$ cat config.mk
export PLATFORM = sky130hd
export DESIGN_NAME = genesis_gamepads_multi
export DESIGN_NICKNAME = d
export VERILOG_FILES = /design/src/rtl/genesis_gamepads_multi.sv
export SDC_FILE = /design/constraint.sdc
export NUM_CORES = 1
export LEC_CHECK = 0
export BUFFER_PORTS_ARGS = -buffer_cell sky130_fd_sc_hd__buf_2
export CORE_ASPECT_RATIO = 1.75
export CORE_MARGIN = 2
export CORE_UTILIZATION = 63
export DETAILED_ROUTE_END_ITERATION = 7
export PLACE_DENSITY = 0.82
export SLEW_MARGIN = 20
export SYNTH_ARGS = -nofsm -noshare
export SYNTH_HDL_FRONTEND = slang
export SYNTH_SLANG_ARGS = --single-unit
$ cat constraint.sdc
create_clock -name iCLK -period 10 [get_ports iCLK]
set_clock_uncertainty 0.15 [all_clocks]
set_input_delay 0.5 -clock iCLK [delete_from_list [all_inputs] [get_ports iCLK]]
set_output_delay 0.5 -clock iCLK [all_outputs]
set_load 0.02 [all_outputs]
$ cat src/rtl/genesis_gamepads_multi.sv
// rtl/genesis_gamepads_multi.sv - multi-port Genesis pad poller with 8-phase SELECT burst
// Purpose: once per poll period, drive an 8-phase SELECT burst on every pad port,
//          sample the synchronised pins mid-phase, decode a 12-bit button word and
//          confirm the controller type over two consecutive bursts.
// Ports:
//   iCLK             system clock
//   iRESET           asynchronous active-high reset
//   iGENPAD          raw active-low pins, port p at [6p+5:6p] {C/St,B/A,U/Z,D/Y,L/X,R/M}
//   oGENPAD_SELECT   SELECT pin per port (all bits identical)
//   oGENPAD_DECODED  active-high buttons, port p at [12p+11:12p] {Z,Y,X,M,S,C,B,A,U,D,L,R}
//   oGENPAD_TYPE     confirmed type per port: 0 none/SMS, 1 3-button, 2 6-button, 3 inconsistent
//   oVALID           one-cycle strobe when new decoded words are present
module genesis_gamepads_multi #(
    parameter int PORTS        = 2,
    parameter int PHASE_TICKS  = 500,
    parameter int SAMPLE_TICKS = 48,
    parameter int POLL_TICKS   = 1000000
) (
    input  logic                 iCLK,
    input  logic                 iRESET,
    input  logic [6*PORTS-1:0]   iGENPAD,
    output logic [PORTS-1:0]     oGENPAD_SELECT,
    output logic [12*PORTS-1:0]  oGENPAD_DECODED,
    output logic [2*PORTS-1:0]   oGENPAD_TYPE,
    output logic                 oVALID
);

    localparam int PW = $clog2(POLL_TICKS);
    localparam int TW = $clog2(PHASE_TICKS);

    typedef enum logic [1:0] {IDLE, DRIVE, COMMIT} state_t;

    state_t         state_q, state_d;
    logic [2:0]     k_q, k_d;
    logic [PW-1:0]  poll_q, poll_d;
    logic [TW-1:0]  tick_q, tick_d;
    logic [PORTS-1:0] sel_q, sel_d;
    logic           valid_q, valid_d;

    logic [6*PORTS-1:0]  sync1_q, sync2_q;
    // Only the pin bits that feed the decode are kept for phases 0, 4, 5 and 6.
    logic [4*PORTS-1:0]  c0_q, c0_d, c4_q, c4_d, c5_q, c5_d, c6_q, c6_d;
    logic [6*PORTS-1:0]  c1_q, c1_d;
    logic [12*PORTS-1:0] decoded_q, decoded_d;
    logic [2*PORTS-1:0]  type_q, type_d, last_cand_q, last_cand_d;

    logic poll_wrap, tick_end, sample;

    assign poll_wrap = (poll_q == PW'(POLL_TICKS - 1));
    assign tick_end  = (tick_q == TW'(PHASE_TICKS - 1));
    assign sample    = (state_q == DRIVE) && (tick_q == TW'(SAMPLE_TICKS));

    // State register
    always_ff @(posedge iCLK or posedge iRESET) begin
        if (iRESET) begin
            state_q <= IDLE;
            k_q     <= '0;
            poll_q  <= '0;
            tick_q  <= '0;
        end else begin
            state_q <= state_d;
            k_q     <= k_d;
            poll_q  <= poll_d;
            tick_q  <= tick_d;
        end
    end

    // Next-state logic; the poll counter free-runs so burst starts stay periodic.
    always_comb begin
        state_d = state_q;
        k_d     = k_q;
        tick_d  = tick_q;
        poll_d  = poll_wrap ? '0 : poll_q + PW'(1);
        case (state_q)
            IDLE: begin
                if (poll_wrap) begin
                    state_d = DRIVE;
                    k_d     = 3'd0;
                    tick_d  = '0;
                end
            end
            DRIVE: begin
                if (tick_end) begin
                    tick_d = '0;
                    if (k_q == 3'd7) begin
                        state_d = COMMIT;
                    end else begin
                        k_d = k_q + 3'd1;
                    end
                end else begin
                    tick_d = tick_q + TW'(1);
                end
            end
            default: state_d = IDLE;
        endcase
    end

    // Output logic: SELECT and the strobe are registered from the next state,
    // so SELECT moves on the very edge that starts a phase.
    always_comb begin
        sel_d   = (state_d == DRIVE) ? {PORTS{k_d[0]}} : {PORTS{1'b1}};
        valid_d = (state_d == COMMIT);
    end

    // Capture, decode and type confirmation; results commit on the edge entering COMMIT.
    always_comb begin
        logic [3:0]  p0, p4, p5, p6;
        logic [5:0]  p1;
        logic [1:0]  cand;
        logic [11:0] word;
        c0_d        = c0_q;
        c1_d        = c1_q;
        c4_d        = c4_q;
        c5_d        = c5_q;
        c6_d        = c6_q;
        decoded_d   = decoded_q;
        type_d      = type_q;
        last_cand_d = last_cand_q;
        p0 = '0; p1 = '0; p4 = '0; p5 = '0; p6 = '0; cand = '0; word = '0;
        for (int p = 0; p < PORTS; p++) begin
            if (sample && k_q == 3'd0) c0_d[4*p +: 4] = {sync2_q[6*p+4 +: 2], sync2_q[6*p +: 2]};
            if (sample && k_q == 3'd1) c1_d[6*p +: 6] = sync2_q[6*p +: 6];
            if (sample && k_q == 3'd4) c4_d[4*p +: 4] = sync2_q[6*p +: 4];
            if (sample && k_q == 3'd5) c5_d[4*p +: 4] = sync2_q[6*p +: 4];
            if (sample && k_q == 3'd6) c6_d[4*p +: 4] = sync2_q[6*p +: 4];

            p0 = c0_q[4*p +: 4];   // {Start, A, Left-low, Right-low}
            p1 = c1_q[6*p +: 6];
            p4 = c4_q[4*p +: 4];
            p5 = c5_q[4*p +: 4];
            p6 = c6_q[4*p +: 4];

            // A 3/6-button pad pulls Left/Right low while SELECT is low; a 6-button
            // pad additionally reads 0000 in phase 4 and 1111 in phase 6.
            if (p0[1:0] != 2'b00)                   cand = 2'd0;
            else if (p4 == 4'h0 && p6 == 4'hF)      cand = 2'd2;
            else if (p4 == 4'h0)                    cand = 2'd3;
            else                                    cand = 2'd1;

            word[3:0]  = ~p1[3:0];
            word[4]    = (cand != 2'd0) ? ~p0[2] : 1'b0;
            word[5]    = ~p1[4];
            word[6]    = ~p1[5];
            word[7]    = (cand != 2'd0) ? ~p0[3] : 1'b0;
            word[11:8] = (cand == 2'd2) ? ~p5 : 4'h0;

            if (valid_d) begin
                decoded_d[12*p +: 12] = word;
                if (cand == last_cand_q[2*p +: 2]) type_d[2*p +: 2] = cand;
                last_cand_d[2*p +: 2] = cand;
            end
        end
    end

    always_ff @(posedge iCLK or posedge iRESET) begin
        if (iRESET) begin
            sel_q       <= {PORTS{1'b1}};
            valid_q     <= 1'b0;
            sync1_q     <= '0;
            sync2_q     <= '0;
            c0_q        <= '0;
            c1_q        <= '0;
            c4_q        <= '0;
            c5_q        <= '0;
            c6_q        <= '0;
            decoded_q   <= '0;
            type_q      <= '0;
            last_cand_q <= '0;
        end else begin
            sel_q       <= sel_d;
            valid_q     <= valid_d;
            sync1_q     <= iGENPAD;
            sync2_q     <= sync1_q;
            c0_q        <= c0_d;
            c1_q        <= c1_d;
            c4_q        <= c4_d;
            c5_q        <= c5_d;
            c6_q        <= c6_d;
            decoded_q   <= decoded_d;
            type_q      <= type_d;
            last_cand_q <= last_cand_d;
        end
    end

    assign oGENPAD_SELECT  = sel_q;
    assign oGENPAD_DECODED = decoded_q;
    assign oGENPAD_TYPE    = type_q;
    assign oVALID          = valid_q;

endmodule

==> results of run 1 <==
layout make-up:
cell class / instances / area, µm² / area share, %
clock buffers: 26 / 519 / 8.15
clock inverters: 6 / 110 / 1.73
well taps: 115 / 144 / 2.26
flip-flops and latches: 136 / 3400 / 53.4
inverters: 13 / 51.3 / 0.805
multi-input cells: 270 / 1910 / 30.0
repair buffers: 45 / 231 / 3.63
kinds of logic after synthesis:
logic type	after synthesis	synth area share [%]
compound gates	67	7.93
xor+xnor	19	3.07
simple gates	131	13.0
flops	136	62.9
mux	45	9.36
fa+ha+maj	8	1.85
buf+inv	25	1.87
how the worst max path moves through the flow:
stage / depth (start not counted) / end / start
finish: 6 / oGENPAD_TYPE[1]$_DFFE_PP0P_ / tick_q[3]$_DFFE_PP0P_
global route: 6 / oGENPAD_TYPE[1]$_DFFE_PP0P_ / tick_q[3]$_DFFE_PP0P_
detailed placement: 6 / oGENPAD_TYPE[1]$_DFFE_PP0P_ / tick_q[3]$_DFFE_PP0P_
floorplan: 1 / c0_q[0]$_DFFE_PP0P_ / iRESET
global placement: 6 / oGENPAD_TYPE[3]$_DFFE_PP0P_ / tick_q[3]$_DFFE_PP0P_
CTS: 6 / oGENPAD_TYPE[1]$_DFFE_PP0P_ / tick_q[3]$_DFFE_PP0P_
worst reg2reg max path, delay by kind of cell (launching register included):
family          cells  cell delay [ns]
simple gates        3             1.23
buf+inv             1             0.57
flops               1             0.43
compound gates      2             0.32
cell usage in the layout, fill, tap and decap left out, drive strengths merged, types with 13 or more instances in the layout:
cell	count
clkbuf	26
buf	45
dfrtp	135
nand2	44
a21oi	16
mux2	45
xnor2	14
nor2	23
inv	13
o21ai	19
nand3	15
where the power goes:
part	switching (µW)	internal, µW
sequential	3.72	556
combinational	10.7	2.37
clock	223	432
total	238	990
flip-flops by register name, indices dropped and copies added, names as in the netlist:
register	count
poll_q	20
sync1_q	12
state_q	2
c1_q	12
c0_q	8
c6_q	8
oVALID	1
k_q	3
oGENPAD_DECODED	24
oGENPAD_TYPE	4
c4_q	8
oGENPAD_SELECT	1
sync2_q	12
c5_q	8
tick_q	9
last_cand_q	4
per-stage QoR:
step                      instance area [µm²]  total power, µW
final                                    6370             1230
after global routing                     6370             1260
after CTS                                6360             1230
after detailed placement                 5740              582
after global placement                   5740              582
after floorplan                          5410              575
metal layers:
layer / wire [µm] / global-route usage, %
met1: 4120 / 29.3
met2: 6020 / 43.9
met3: 333 / 7.63
met4: 276 / 10.6
met5: 0 / 0
==> results by group, run 1 <==
Cells and area
  – Layout Cells excl Fill: 611
  – Fillers: slightly below 500
  – Area delta synth->final: 17.7%
  – Final Util: 76.6%
  – Final nets: 505
  – N_diodes: 0
  – Layout cells sized above 1: slightly above 20%

Synth
  – Area of the mapped netlist: ~5400 µm²
  – Synth warnings: 0
  – Sequential fraction of the synthesis area: between 60% and 70%
  – Syn Inst Count: 431
  – Post-synth net total: 453
  – Synth top area share: 62.4%
  – Ys flop type: dfrtp_1
  – Count leader, synth: dfrtp_1
  – Dominant cells by area after synthesis: dfrtp_1 62%, mux2_1 6.2%, mux2_2 3.1%
  – #FFs+latches synth: 136
  – Average cell area after synthesis: between 10 and 15 µm²
  – Cell taking the most area after synthesis: dfrtp_1
  – Fraction of registers with async set/reset: 100%
  – Synth cell count leaders: 135 x dfrtp_1, 44 x nand2_1, 30 x mux2_1
  – Netlist cell types: 49
  – EDFF count, synth: 0

Timing
  – Slew Limit Fails: 0
  – Worst rel slew slack: 51.7%
  – Setup WS post-layout: about 7 ns
  – Final setup vio count: 0
  – RSZ-0062 raised after global routing: no
  – Fmax achieved: 0.356 GHz
  – Min Tclk post-route: 2.81 ns
  – Hold WS: between 0.02 and 0.025 ns
  – Worst slew pin tran: 0.725 ns
  – Final Hold Violating Endpoints: 0
  – Setup TNS: 0 ns
  – Fin crit share: 28.1%

Worst setup path
  – Max incr delay on CP: 0.57 ns
  – Crit-path max FO: 38
  – Reg-to-reg endpoint: oGENPAD_TYPE[1]$_DFFE_PP0P_
  – FF-to-FF path depth: 6
  – Sum of buffers and inverters on the critical path: 1
  – Worst setup SP type: flip-flop
  – CP arrival: 2.96 ns
  – Crit end category: flip-flop
  – Flop-to-flop setup slack: 7.19 ns
  – Slowest CP cell: inv_2
  – Worst path cell trace: nand4bb_1 > nor3_1 > nand2_2 > inv_2 > a31oi_1 > a2bb2oi_1
  – Req. time, crit path: 10.15 ns
  – WS Path Type: reg -> reg
  – Worst R2R Start: tick_q[3]$_DFFE_PP0P_
  – Delay-heaviest family, CP: simple AND/OR/NAND/NOR gates

Power
  – Worst VDD drop: 0.000144 V
  – Power Density: just under 200 nW/µm²
  – Leak: 0.00314 µW

Clock tree
  – Clock latency on the worst-skew pair: 0.42 ns
  – Root buf cell: clkbuf_16
  – Clk sink count: between 100 and 150
  – CTS tree: yes
  – Post-cts sizing count: 0
  – Clock Tree Buf Depth: 2
  – # hold bufs at CTS: 0
  – Postcts setup bufs: 0
  – Clk slew on worst S/H paths: 0.06 ns
  – CTS H-tree depth: 4
  – TritonCTS Buffers: 17

Global routing
  – Gr ovfl total: 0
  – Largest net degree at the start of global routing: 85
  – Vias in the first global route: around 3.7k
  – First-pass GRT wire length: 18000 µm
  – All-Layer GR Usage: 25.7%
  – Initial antenna violation count: 0

Die
  – Core Area: 8310 µm²
  – Io pins: 45
  – Die Area: 9380 µm²
  – Starting density of the core: between 60 and 70%
  – Chip width: 74.1 µm
  – Row cnt: 44
  – Die Ht: between 100 and 150 µm

Route
  – Post-route ant nets: 0
  – Via count: 3508
  – Detailed Route WL: ~11000 µm
  – Avg Vias per Cell: 5.74
  – DRT Pass-1 Iters: 4
  – Remaining DRCs: 0
  – Wire per inst: 17.6 µm
  – Detailed Route Iter0 Violations: 259

Worst hold path
  – Min-delay worst type: in -> async

Placement
  – Dpl hpwl: between 6000 and 7000 µm
  – Pre-CTS setup slack: 6.82 ns
  – Routability-driven placement congestion ratio: between 0.8 and 0.9
  – I/O Buffers: 44
  – Placed cells: 579

Run
  – Max-Cap Viols: 0

Status
  – Run status: finished, final reports clean
(Power assumes the default switching activity.)
==> run 2, diff against run 1 <==
CORE_UTILIZATION = 53   (was 63)
PLACE_DENSITY = 0.74   (was 0.82)
clock period = 2.35 ns   (was 10 ns; I/O delays follow)
==> run 2 against run 1 <==
- via count up 5.3%
- clock power rose to 4.1 times the previous value
- sequential cell count unchanged
- largest power group unchanged
- setup slack worse by 7.1 ns
- sequential power rose to 4.3 times the previous value
- worst hold slack better by 0.17 ns
- global-route usage down 3.8 points
- largest cell class unchanged
- total power rose to 4.2 times the previous value
- cell area up 5.8%
==> results by group, run 2 (same netlist as run 1, synthesis figures left out) <==
Worst setup path
  – Req. time, crit path: 2.53 ns
  – Reg-to-reg endpoint: tick_q[6]$_DFFE_PP0P_
  – Worst setup SP type: flip-flop
  – WS Path Type: reg -> reg
  – Launch point of the worst path: poll_q[10]$_DFF_PP0_
  – Flop-to-flop setup slack: 0.04 ns
  – Worst path cell trace: or4_4 > nor4_4 > a21oi_4 > or4_1 > a21boi_1
  – CP arrival: approximately 2.5 ns
  – Worst R2R Start: poll_q[10]$_DFF_PP0_
  – CP endpoint: tick_q[6]$_DFFE_PP0P_
  – Slowest CP cell: or4_4
  – Crit end category: flip-flop
  – Worst path depth: 5
  – Crit-path max FO: 7
  – FF-to-FF path depth: 5
  – Max incr delay on CP: 0.54 ns
  – Sum of buffers and inverters on the critical path: 0
  – Delay-heaviest family, CP: simple AND/OR/NAND/NOR gates

Power
  – Power Density: 762 nW/µm²
  – Worst VDD drop: 0.000590 V
  – Flop pwr share: 46.3%
  – Leak: ~0.0033 µW
  – Comb pwr share: 1.6%
  – Net Sw Power: 1080 µW
  – Switching share of power: a little over a fifth
  – Power Internal: 4060 µW
  – Clock power share: a little over half

Die
  – Die Area: 11100 µm²
  – Row cnt: 48
  – Starting density of the core: 54.6%
  – Core Area: 9910 µm²
  – Chip width: 80.4 µm
  – Io pins: 45
  – Die Ht: 138 µm

Route
  – Wire per inst: 16.8 µm
  – Via count: 3695
  – Avg Vias per Cell: 5.63
  – Detailed Route Iter0 Violations: 174
  – DRT Pass-1 Iters: 4
  – Post-route ant nets: 0
  – Remaining DRCs: 0
  – Detailed Route WL: 11000 µm

Clock tree
  – Clock Tree Buf Depth: 2
  – CTS H-tree depth: 4
  – CTS tree: yes
  – Clk sink count: approximately 140
  – TritonCTS Buffers: 17
  – Clk slew on worst S/H paths: 0.06 ns
  – Clock latency on the worst-skew pair: 0.42 ns
  – Root buf cell: clkbuf_16

Cells and area
  – Layout Cells excl Fill: 656
  – Final nets: 540
  – Fillers: 712
  – Most common cell after layout, fill and taps aside: dfrtp_1
  – Area delta synth->final: 24.5%
  – Layout cells sized above 1: 25.6%
  – Most frequent cells in the layout: 135 x dfrtp_1, 45 x buf_2, 41 x nand2_1
  – N_diodes: 0
  – Max reg flops: 24

Timing
  – Fin crit share: roughly 98%
  – Slew Limit Fails: 0
  – Min Tclk post-route: 2.31 ns
  – Final Hold Violating Endpoints: 0
  – Worst slew pin tran: between 0.6 and 0.7 ns
  – Worst rel slew slack: between 50% and 60%
  – Hold WS: roughly 0.19 ns
  – Final setup vio count: 0
  – Fmax achieved: roughly 0.43 GHz

Global routing
  – Largest net degree at the start of global routing: 55
  – All-Layer GR Usage: 21.9%
  – Gr ovfl total: 0
  – Initial antenna violation count: 0
  – First-pass GRT wire length: 18200 µm
  – Vias in the first global route: 3904

Placement
  – Placed cells: around 610
  – Routability-driven placement congestion ratio: 0.829
  – I/O Buffers: 44
  – Dpl hpwl: 7600 µm

Worst hold path
  – Min-delay worst type: reg -> reg

Status
  – Run status: finished, final reports clean

Run
  – Max-Cap Viols: 0
[run 2: cell types whose count changed in the layout (fill, tap and decap cells not counted), moves of 3 or more]
cell           previous run  this run
clkinvlp_4                2         5
clkinv_4                  0         4
clkbuf_1                  3         0
dlygate4sd3_1             0        13
clkbuf_8                  6         0
buf_4                     0        20
[run 2: worst min-delay path by stage]
stage	from	endpoint	depth (start not counted)
2_1_floorplan	iGENPAD[0]	sync1_q[0]$_DFF_PP0_	0
3_3_place_gp	iGENPAD[5]	sync1_q[5]$_DFF_PP0_	1
3_5_place_dp	iGENPAD[5]	sync1_q[5]$_DFF_PP0_	1
4_1_cts	iGENPAD[8]	sync1_q[8]$_DFF_PP0_	2
5_1_grt	iGENPAD[8]	sync1_q[8]$_DFF_PP0_	2
6_report	sync1_q[9]$_DFF_PP0_	sync2_q[9]$_DFF_PP0_	0
[run 2: area by class of cell]
| type | instances | area (µm²) | area share [%] |
|---|---|---|---|
| clock inverters | 15 | 179 | 2.65 |
| repair buffers | 80 | 546 | 8.09 |
| multi-input cells | 270 | 1980 | 29.3 |
| well taps | 125 | 156 | 2.32 |
| clock buffers | 17 | 425 | 6.31 |
| inverters | 13 | 52.6 | 0.780 |
| flip-flops and latches | 136 | 3400 | 50.5 |
[run 2: worst register-to-register path, stage by stage, from the launching register on]
cell and delay [ns]:
dfrtp_1 0.41, or4_4 0.54, nor4_4 0.34, a21oi_4 0.13, or4_1 0.49, a21boi_1 0.15
[run 2: per-layer routing]
metal  global-route usage, %  up-vias  share of wire, %
met5                       0        -                 0
met4                    10.8        0               3.5
met3                    6.09       33               3.3
met2                    39.5       86                55
met1                    22.9     1861                38
li1                        -     1715                 -
[run 2: what timing repair did]
action / CTS / global route
setup endpoints to repair: 14 / 71
hold buffers: 13 / 0
pin swaps: 3 / 4
setup buffers: 3 / 1
resized for setup: 2 / 15
hold endpoints to repair: 40 / 0
[run 2: per-stage QoR]
step	power, µW	instance area (µm²)	util, %	setup WS, ns	TNS, ns
6_report	5140	6740	68.0	0.0446	0
5_1_grt	5290	6740	68.0	-0.0178	-0.0944
4_1_cts	5170	6680	67.4	0.00517	0
3_5_place_dp	2490	5910	59.6	0.00523	0
3_3_place_gp	2480	5910	59.6	0.0886	0
2_1_floorplan	2450	5420	-	0.101	0
[run 2: power groups by stage]
stage               combinational, µW  sequential (µW)  clock [µW]
floorplan                        35.0             2410           0
global placement                 64.6             2420           0
detailed placement               67.3             2420           0
CTS                              84.3             2380        2710
global route                     93.5             2380        2820
finish                           80.5             2380        2680
==> run 3, diff against run 2 <==
==> constraint.sdc (replaced) <==
create_clock -name iCLK -period 2.35 [get_ports iCLK]
set_clock_uncertainty 0.15 [all_clocks]
set_input_delay 0.235 -clock iCLK [delete_from_list [all_inputs] [get_ports iCLK]]
set_output_delay 0.235 -clock iCLK [all_outputs]
set_load 0.02 [all_outputs]
==> run 3 against run 2 <==
- routed wire length is 0.26% higher
- cell count is 0.15% lower
- first-iteration DRC count is 2.3% lower
- sequential share of layout area hardly changed
- maximum frequency is 1.3% lower
- utilization hardly changed
- cell area hardly changed
- critical path depth is 1 higher
- largest power group unchanged
==> results by group, run 3 (same netlist as run 1, synthesis figures left out) <==
Status
  – Run status: finished, final reports clean

Global routing
  – Gr ovfl total: 0
  – Largest net degree at the start of global routing: 50
  – All-Layer GR Usage: 21.6%
  – First-pass GRT wire length: 17900 µm
  – Vias in the first global route: 3782
  – Initial antenna violation count: 0

Worst setup path
  – Worst R2R Start: poll_q[11]$_DFF_PP0_
  – Req. time, crit path: 2.51 ns
  – Crit end category: flip-flop
  – Launch point of the worst path: poll_q[11]$_DFF_PP0_
  – Crit-path max FO: 6
  – WS Path Type: reg -> reg
  – CP arrival: 2.49 ns
  – Slowest CP cell: or4_4
  – Flop-to-flop setup slack: 0.01 ns
  – Worst setup SP type: flip-flop
  – CP endpoint: tick_q[8]$_DFFE_PP0P_
  – Reg-to-reg endpoint: tick_q[8]$_DFFE_PP0P_
  – Worst path cell trace: or4_4 > nor4_4 > a21oi_4 > clkbuf_2 > o31a_1 > o21a_1
  – Max incr delay on CP: between 0.5 and 0.6 ns
  – FF-to-FF path depth: 6

Die
  – Io pins: 45
  – Die Area: between 10000 and 15000 µm²
  – Core Area: 9910 µm²
  – Row cnt: 48
  – Starting density of the core: between 50% and 60%
  – Die Ht: ~140 µm
  – Chip width: 80.4 µm

Timing
  – Min Tclk post-route: 2.34 ns
  – Final Hold Violating Endpoints: 0
  – Worst rel slew slack: 61.8%
  – Hold WS: 0.195 ns
  – Setup WS post-layout: about 0.014 ns
  – Slew Limit Fails: 0
  – Fmax achieved: about 0.43 GHz
  – Worst slew pin tran: 0.571 ns
  – RSZ-0062 raised after global routing: yes
  – Final setup vio count: 0
  – Fin crit share: between 90 and 100%

Clock tree
  – TritonCTS Buffers: 17
  – Clock latency on the worst-skew pair: 0.42 ns
  – Clock Tree Buf Depth: 2
  – Root buf cell: clkbuf_16
  – CTS H-tree depth: 4
  – Clk slew on worst S/H paths: 0.06 ns
  – Clk sink count: 136
  – CTS tree: yes

Cells and area
  – Layout cells sized above 1: 24.7%
  – Sequential cell area: ~3400 µm²
  – Max reg flops: 24
  – Multi-input gate area: 1940 µm²
  – Final Cell Area: 6740 µm²
  – Final nets: 539
  – Final Util: between 60% and 70%
  – N_diodes: 0
  – Area delta synth->final: 24.5%
  – Most frequent cells in the layout: 135 x dfrtp_1, 44 x buf_2, 41 x nand2_1
  – Fillers: a little over 700
  – Most common cell after layout, fill and taps aside: dfrtp_1

Placement
  – Routability-driven placement congestion ratio: approximately 0.8
  – Pre-CTS setup slack: 0.0268 ns
  – Placement Cell Area: roughly 6000 µm²
  – I/O Buffers: 44
  – Dpl hpwl: approximately 7300 µm

Route
  – Detailed Route Iter0 Violations: between 150 and 200
  – Remaining DRCs: 0
  – DRT Pass-1 Iters: 4
  – Wire per inst: 16.9 µm
  – Post-route ant nets: 0
  – Via count: 3662
  – Avg Vias per Cell: 5.59
  – Detailed Route WL: 11000 µm

Power
  – Leak: roughly 0.0033 µW
  – Worst VDD drop: 0.000573 V
  – Power Density: 790 nW/µm²
  – Power consumption: 5320 µW

Run
  – Max-Cap Viols: 0

Worst hold path
  – Min-delay worst type: reg -> reg
[run 3: cell count changes in the layout (fill, tap and decap cells not counted), sizes merged]
cell / before / now
clkinvlp: 5 / 3
bufinv: 3 / 4
clkinv: 7 / 5
inv: 13 / 12
clkbuf: 17 / 22
buf: 67 / 65
[run 3: worst min path at each step]
stage,start,end,slack (ns),cells past startpoint
floorplan,iGENPAD[0],sync1_q[0]$_DFF_PP0_,0.12,0
global placement,iRESET,sync1_q[9]$_DFF_PP0_,0.15,2
detailed placement,iRESET,sync1_q[9]$_DFF_PP0_,0.17,2
CTS,sync1_q[11]$_DFF_PP0_,sync2_q[11]$_DFF_PP0_,0.20,0
global route,sync1_q[11]$_DFF_PP0_,sync2_q[11]$_DFF_PP0_,0.20,0
finish,sync1_q[11]$_DFF_PP0_,sync2_q[11]$_DFF_PP0_,0.19,0
[run 3: layout make-up]
type / count / share of cell area, %
multi-input combinational: 270 / 28.8
timing repair buffer: 79 / 7.98
inverter: 13 / 0.798
clock inverter: 11 / 2.49
sequential: 136 / 50.5
tap: 125 / 2.32
clock buffer: 21 / 7.13
[run 3: power breakdown]
| group | switching (µW) | internal (µW) |
|---|---|---|
| registers | 16.0 | 2360 |
| clock network | 975 | 1890 |
| logic | 52.8 | 30.3 |
[run 3: repair_timing]
| action | CTS | global route |
|---|---|---|
| setup endpoints to repair | 1 | 46 |
| gates resized for setup | 0 | 8 |
| gates cloned | 0 | 0 |
| hold endpoints to repair | 31 | 0 |
| buffers inserted | 0 | 3 |
| hold buffers | 13 | 0 |
| pin swaps | 0 | 4 |
[run 3: layer usage]
layer | vias to the layer above | share of wire, % | GRT usage (%)
met5 | - | 0 | 0
met4 | 0 | 2.2 | 10.5
met3 | 23 | 2.9 | 5.50
met2 | 73 | 56 | 39.2
met1 | 1852 | 39 | 22.9
li1 | 1714 | - | -
[run 3: stage by stage]
stage               cells  setup TNS [ns]
floorplan             431               0
global placement      607               0
detailed placement    607               0
CTS                   652        -0.00139
global route          655          -0.339
finish                655               0
[run 3: critical path, delay by kind of cell, from the launching register on]
kind	cells	cell delay (ns)
buf+inv	1	0.17
compound gates	3	0.60
simple gates	2	0.92
flops	1	0.39
